## src/rtl/requant_maxpool_core.sv

```systemverilog
// requant_maxpool_core
// Per-channel requantisation (arithmetic right shift, optional ReLU, signed
// saturation to O_BW) followed by non-overlapping PxP max pooling. Pooled
// pixels leave in raster order with their pooled coordinates, a frame-done
// pulse on the last one, and sticky per-channel saturation flags.
module requant_maxpool_core #(
    parameter int CO      = 3,
    parameter int I_BW    = 20,
    parameter int O_BW    = 16,
    parameter int IW      = 24,
    parameter int IH      = 24,
    parameter int P       = 2,
    parameter int SHIFT_W = 5,
    localparam int POW    = IW / P,
    localparam int POH    = IH / P,
    localparam int XW     = (POW > 1) ? $clog2(POW) : 1,
    localparam int YW     = (POH > 1) ? $clog2(POH) : 1
) (
    input  logic                 clk,
    input  logic                 reset_n,
    input  logic [SHIFT_W-1:0]   i_cfg_shift,
    input  logic                 i_cfg_relu,
    input  logic                 i_frame_rst,
    input  logic                 i_sat_clr,
    input  logic                 i_in_valid,
    input  logic [CO*I_BW-1:0]   i_in_fmap,
    output logic                 o_ot_valid,
    output logic [CO*O_BW-1:0]   o_ot_fmap,
    output logic [XW-1:0]        o_ot_x,
    output logic [YW-1:0]        o_ot_y,
    output logic                 o_frame_done,
    output logic [CO-1:0]        o_sat_flag
);

    localparam int XCW = (IW > 1) ? $clog2(IW) : 1;
    localparam int YCW = (IH > 1) ? $clog2(IH) : 1;

    // Saturation bounds expressed at the input width so the compare is exact.
    localparam logic signed [I_BW-1:0] SAT_MAX = {{(I_BW-O_BW+1){1'b0}}, {(O_BW-1){1'b1}}};
    localparam logic signed [I_BW-1:0] SAT_MIN = {{(I_BW-O_BW+1){1'b1}}, {(O_BW-1){1'b0}}};

    logic [XCW-1:0]      x_cnt;
    logic [YCW-1:0]      y_cnt;
    logic [SHIFT_W-1:0]  cfg_shift_q;
    logic                cfg_relu_q;

    logic                accept;
    logic                frame_start;
    logic [SHIFT_W-1:0]  shift_eff;
    logic                relu_eff;

    logic signed [I_BW-1:0] sh_v  [CO];
    logic signed [O_BW-1:0] sat_v [CO];
    logic [CO-1:0]          sat_evt;

    int                  xi;
    int                  yi;
    logic                in_grid;
    logic [XW-1:0]       gx_d;
    logic [YW-1:0]       gy_d;
    logic                px_first_d;
    logic                px_last_d;
    logic                py_first_d;
    logic                py_last_d;

    logic                   s1_valid;
    logic signed [O_BW-1:0] s1_v [CO];
    logic                   s1_grid;
    logic [XW-1:0]          s1_gx;
    logic [YW-1:0]          s1_gy;
    logic                   s1_px_first;
    logic                   s1_px_last;
    logic                   s1_py_first;
    logic                   s1_py_last;

    logic signed [O_BW-1:0] h_q [CO];
    logic signed [O_BW-1:0] h_n [CO];
    logic signed [O_BW-1:0] m_n [CO];
    logic signed [O_BW-1:0] lb  [CO][POW];

    // A pixel arriving together with a resync is discarded.
    assign accept      = i_in_valid & ~i_frame_rst;
    assign frame_start = (x_cnt == '0) && (y_cnt == '0);
    // The first pixel of a frame already uses the config it latches.
    assign shift_eff   = frame_start ? i_cfg_shift : cfg_shift_q;
    assign relu_eff    = frame_start ? i_cfg_relu  : cfg_relu_q;

    // Requantise every channel of the incoming pixel: shift, ReLU, saturate.
    always_comb begin
        sat_evt = '0;
        for (int c = 0; c < CO; c++) begin
            sh_v[c] = $signed(i_in_fmap[c*I_BW +: I_BW]) >>> shift_eff;
            if (relu_eff && sh_v[c][I_BW-1]) begin
                sh_v[c] = '0;
            end
            if (sh_v[c] > SAT_MAX) begin
                sat_v[c]   = SAT_MAX[O_BW-1:0];
                sat_evt[c] = 1'b1;
            end else if (sh_v[c] < SAT_MIN) begin
                sat_v[c]   = SAT_MIN[O_BW-1:0];
                sat_evt[c] = 1'b1;
            end else begin
                sat_v[c] = sh_v[c][O_BW-1:0];
            end
        end
    end

    // Pool-window geometry of the current input position.
    always_comb begin
        xi         = int'(x_cnt);
        yi         = int'(y_cnt);
        in_grid    = (xi < POW * P) && (yi < POH * P);
        gx_d       = XW'(xi / P);
        gy_d       = YW'(yi / P);
        px_first_d = (xi % P) == 0;
        px_last_d  = (xi % P) == P - 1;
        py_first_d = (yi % P) == 0;
        py_last_d  = (yi % P) == P - 1;
    end

    // Raster position counters and per-frame config latch.
    always_ff @(posedge clk or negedge reset_n) begin
        if (!reset_n) begin
            x_cnt       <= '0;
            y_cnt       <= '0;
            cfg_shift_q <= '0;
            cfg_relu_q  <= 1'b0;
        end else if (i_frame_rst) begin
            x_cnt <= '0;
            y_cnt <= '0;
        end else if (i_in_valid) begin
            if (frame_start) begin
                cfg_shift_q <= i_cfg_shift;
                cfg_relu_q  <= i_cfg_relu;
            end
            if (x_cnt == XCW'(IW - 1)) begin
                x_cnt <= '0;
                y_cnt <= (y_cnt == YCW'(IH - 1)) ? '0 : y_cnt + YCW'(1);
            end else begin
                x_cnt <= x_cnt + XCW'(1);
            end
        end
    end

    // Stage 1 register: requantised channels plus window geometry; sticky flags.
    always_ff @(posedge clk or negedge reset_n) begin
        if (!reset_n) begin
            s1_valid    <= 1'b0;
            s1_grid     <= 1'b0;
            s1_gx       <= '0;
            s1_gy       <= '0;
            s1_px_first <= 1'b0;
            s1_px_last  <= 1'b0;
            s1_py_first <= 1'b0;
            s1_py_last  <= 1'b0;
            o_sat_flag  <= '0;
            for (int c = 0; c < CO; c++) begin
                s1_v[c] <= '0;
            end
        end else begin
            s1_valid    <= accept;
            s1_grid     <= in_grid;
            s1_gx       <= gx_d;
            s1_gy       <= gy_d;
            s1_px_first <= px_first_d;
            s1_px_last  <= px_last_d;
            s1_py_first <= py_first_d;
            s1_py_last  <= py_last_d;
            for (int c = 0; c < CO; c++) begin
                s1_v[c] <= sat_v[c];
            end
            // A new saturation in the clearing cycle wins over the clear.
            o_sat_flag <= (i_sat_clr ? '0 : o_sat_flag) | (accept ? sat_evt : '0);
        end
    end

    // Horizontal running max, then vertical max against the line buffer.
    always_comb begin
        for (int c = 0; c < CO; c++) begin
            h_n[c] = (s1_px_first || (s1_v[c] > h_q[c])) ? s1_v[c] : h_q[c];
            m_n[c] = (s1_py_first || (h_n[c] > lb[c][s1_gx])) ? h_n[c] : lb[c][s1_gx];
        end
    end

    // Stage 2: update running max and line buffer, register pooled output.
    always_ff @(posedge clk or negedge reset_n) begin
        if (!reset_n) begin
            o_ot_valid   <= 1'b0;
            o_ot_fmap    <= '0;
            o_ot_x       <= '0;
            o_ot_y       <= '0;
            o_frame_done <= 1'b0;
            for (int c = 0; c < CO; c++) begin
                h_q[c] <= '0;
                for (int g = 0; g < POW; g++) begin
                    lb[c][g] <= '0;
                end
            end
        end else begin
            o_ot_valid   <= 1'b0;
            o_frame_done <= 1'b0;
            if (i_frame_rst) begin
                for (int c = 0; c < CO; c++) begin
                    h_q[c] <= '0;
                end
            end else if (s1_valid && s1_grid) begin
                for (int c = 0; c < CO; c++) begin
                    h_q[c] <= h_n[c];
                end
                if (s1_px_last) begin
                    if (!s1_py_last) begin
                        for (int c = 0; c < CO; c++) begin
                            lb[c][s1_gx] <= m_n[c];
                        end
                    end else begin
                        for (int c = 0; c < CO; c++) begin
                            o_ot_fmap[c*O_BW +: O_BW] <= m_n[c];
                        end
                        o_ot_valid   <= 1'b1;
                        o_ot_x       <= s1_gx;
                        o_ot_y       <= s1_gy;
                        o_frame_done <= (s1_gx == XW'(POW - 1)) && (s1_gy == YW'(POH - 1));
                    end
                end
            end
        end
    end

endmodule

```

## config.mk

```make
export PLATFORM = sky130hd
export DESIGN_NAME = requant_maxpool_core
export DESIGN_NICKNAME = d
export VERILOG_FILES = /design/src/rtl/requant_maxpool_core.sv
export SDC_FILE = /design/constraint.sdc
export NUM_CORES = 2
export LEC_CHECK = 0
export ABC_CLOCK_PERIOD_IN_PS = 5000
export CORE_MARGIN = 4
export CORE_UTILIZATION = 55
export CTS_CLUSTER_SIZE = 14
export DETAILED_ROUTE_END_ITERATION = 10
export PLACE_DENSITY = 0.76
export SETUP_SLACK_MARGIN = 0.4
export SYNTH_ARGS = -nofsm -noshare
export SYNTH_HDL_FRONTEND = slang
export SYNTH_SLANG_ARGS = --single-unit
export TNS_END_PERCENT = 50
```

## constraint.sdc

```tcl
create_clock -name clk -period 5 [get_ports clk]
set_input_delay 0.5 -clock clk [delete_from_list [all_inputs] [get_ports clk]]
set_output_delay 0.5 -clock clk [all_outputs]
set_load 0.03 [all_outputs]
```

==> results.cfg <==
[detailed_routing]
drtAntennaViolNets = 0
drc = 0
vias = 30400
wl_met2_um = 52200
wl_met1_um = 46900
dr.max_layer_used = met5
routedWlPerCell_um = 23.7
met3_length_um = 9620
wirelength_um = 114000
initialDrtViolationCount = 3214
vias_per_cell = 6.36
dr.pass1.iters = 6

[timing]
setup_tns_ns = 0
fin_skew_ns = 0.0395
relSlewSlack = 0.301
worst-slew-pin-transition_ns = 1.02
rsz0062_at_grt = true
finalHoldViolCount = 0
finalSetupViolCount = 0
slew_violations = 0
fin_crit_sh = 0.962
fmax_ghz = 0.208
min_period_ns = 4.81

[clock_network]
cts_tree = built
cts-root-buf = clkbuf_16
numCtsBuffers = 80
clk_pin_slew_ns = 0.07
clock_latency_ns = 0.66
clockBufferDepth = 3
cts_max_level = 3
cts.sinks = 763

[synth]
ys_seq_elements = 763
synthTopCellsByArea = dfrtp_1 (49%), mux2_2 (7.9%), mux4_2 (7.6%)
syn_area_per_cell_um2 = 10.7
yosys.area.top_type = dfrtp_1
async_flop_share = 1.00
yosysTopAreaCellShare = 0.487
synth_nets = 3849
synth_warnings = 0
seq_area_frac_synth = 0.487
synth_edf_count = 0
yosysUniqueCellTypes = 96
synth_flop_cell = dfrtp_1
synthCells = 3678
synth_area_mm2 = 0.0392

[final_layout]
drive_above_1_share = 0.219
area.growth.synth_to_final_pct = 16.3
stdcell_area_mm2 = 0.0456
final_common_cell = dfrtp_1
final_cell_mix = dfrtp_1 (759), nand2_1 (594), o21ai_0 (498), mux2_2 (247), mux2i_1 (151)
nNetsFinal = 3947

[critical_path]
max_stage_delay_ns = 0.40
cpMostUsedCell = mux2_4
end_kind = flip-flop
timing.rr.start = s1_v[33]$_DFF_PN0_
worstReg2RegEnd = lb[495]$_DFFE_PN0P_
arrival_ns = 5.31
critical_path_required_ns = 5.50
cp_max_fo = 8
critPathTopFamily = compound AO/OA/AOI/OAI gates
reg2reg_depth = 18
rrSetupSlack_ns = 0.19
cp_num_buf_inv = 3
path_class = reg -> reg
cp-start-kind = flip-flop
crit_chain = ha_1, nor2b_1, o21bai_1, a32oi_2, a2111oi_4, o2bb2ai_4, buf_12, buf_8, mux2_4, ha_1, and3_4, nand4_1, o22ai_1, o21ba_4, or2_4, buf_8, mux2_4, mux2_4
cp_slowest_cell = dfrtp_1

[power_and_ir_drop]
leakagePower_uw = 0.0206
pwr_density_cell_mw_per_mm2 = 388
peakVddDrop_mv = 0.267

[placement]
dp_hpwl_um = 69600
gp_congestion = 0.983
port_buffers = 131
placed_area_mm2 = 0.0417

[global_routing]
track_usage = 0.294
grt_pass1_vias = 30200
grt_first_pass_wirelength_um = 175000
grt_max_degree = 159
antenna_found_initial = 2
grt-ovfl-total = 0

[run]
maxCapViolCount = 0

[floorplanning]
top_level_ports = 132
die_w_um = 275
die_y_um = 275
initial_core_util = 0.557
rows = 97
dieArea_mm2 = 0.0756
core_area_mm2 = 0.0704

[min_path]
hp-class = in -> async

[run_status]
status = completed
[state kept, by name, indices dropped and copies added, names as in the netlist]
name	cells
cfg_shift_q	5
s1_gx	4
cfg_relu_q	1
s1_py_last	1
o_ot_y	4
o_frame_done	1
s1_px_last	1
s1_valid	1
s1_py_first	1
x_cnt	5
o_sat_flag	3
s1_gy	4
lb	576
s1_grid	1
s1_v	48
o_ot_x	4
y_cnt	5
h_q	48
s1_px_first	1
o_ot_fmap	48
o_ot_valid	1
[metal layers]
layer  track usage  up-vias
met5             0        -
met4         0.112        2
met3        0.0520      322
met2         0.463     1490
met1         0.412    15200
li1              -    13400
[report_power, final]
group / internal [µW] / total (µW) / switching, µW
clock: 3590 / 6160 / 2570
sequential: 6510 / 6790 / 282
combinational: 1940 / 4740 / 2800
[cells in the mapped netlist (8+ instances only)]
library cell,number
and2_1,11
o22ai_1,48
o21a_1,10
ha_1,100
and3_1,15
nor2b_1,8
o221ai_1,9
or2_2,17
nand2_1,607
inv_1,99
nor2_1,117
nor3_1,15
buf_4,26
mux2_2,275
o31ai_1,35
a21o_1,15
a31oi_1,11
a211oi_1,20
a22o_1,35
buf_2,43
nand3_1,51
clkbuf_1,197
o211ai_1,9
buf_6,10
o21ai_0,508
o21ai_1,11
clkbuf_2,9
dfrtp_1,763
buf_1,15
mux2i_1,154
a22oi_1,13
a21oi_1,132
nand4_1,19
nand2b_1,23
mux4_2,132
[stage by stage]
stage          total power (µW)  setup WS, ns  instances   util  hold slack, ns
2_1_floorplan              9510         0.418       3678      -           0.204
3_3_place_gp              10800         0.284       4580  0.593           0.417
3_5_place_dp              10800         0.184       4580  0.593           0.435
4_1_cts                   17200         0.398       4756  0.640           0.448
5_1_grt                   18400         0.167       4778  0.648           0.464
6_report                  17700         0.191       4780  0.648           0.439
[cell type report]
| type | instances | area, µm² |
|---|---|---|
| fillers | 5290 | 24800 |
| multi-input cells | 2531 | 19300 |
| flip-flops and latches | 763 | 19100 |
| repair buffers | 300 | 2980 |
| clock buffers | 116 | 2310 |
| well taps | 940 | 1180 |
| clock inverters | 28 | 385 |
| inverters | 100 | 375 |
| diodes | 2 | 5.00 |
[kinds of logic after synthesis]
| logic type | after synthesis | share of synthesized area |
|---|---|---|
| AO/OA/AOI/OAI | 929 | 0.140 |
| XOR/XNOR | 2 | 0.000447 |
| adder cells (fa/ha/maj) | 100 | 0.0319 |
| buffers and inverters | 400 | 0.0444 |
| flip-flops | 763 | 0.487 |
| multiplexers | 565 | 0.196 |
| AND/OR/NAND/NOR | 919 | 0.101 |
[repair_timing]
action	4_1_cts	5_1_grt
pin swaps	11	14
gates cloned	17	6
hold buffers	1	0
buffers inserted	14	16
resized for setup	58	77
setup endpoints to repair	412	618
endpoints found under the hold margin	76	0
[worst max-delay path by stage]
stage / start / endpoint / slack (ns) / depth (start not counted)
after floorplan: h_q[39]$_DFFE_PN0P_ / lb[427]$_DFFE_PN0P_ / 0.42 / 20
after global placement: h_q[39]$_DFFE_PN0P_ / o_ot_fmap[2]$_DFFE_PN0P_ / 0.28 / 18
after detailed placement: h_q[39]$_DFFE_PN0P_ / lb[562]$_DFFE_PN0P_ / 0.18 / 18
after CTS: s1_v[39]$_DFF_PN0_ / lb[446]$_DFFE_PN0P_ / 0.40 / 17
after global routing: s1_v[33]$_DFF_PN0_ / lb[461]$_DFFE_PN0P_ / 0.17 / 18
final: s1_v[33]$_DFF_PN0_ / lb[495]$_DFFE_PN0P_ / 0.19 / 18
(Power assumes the default switching activity.)
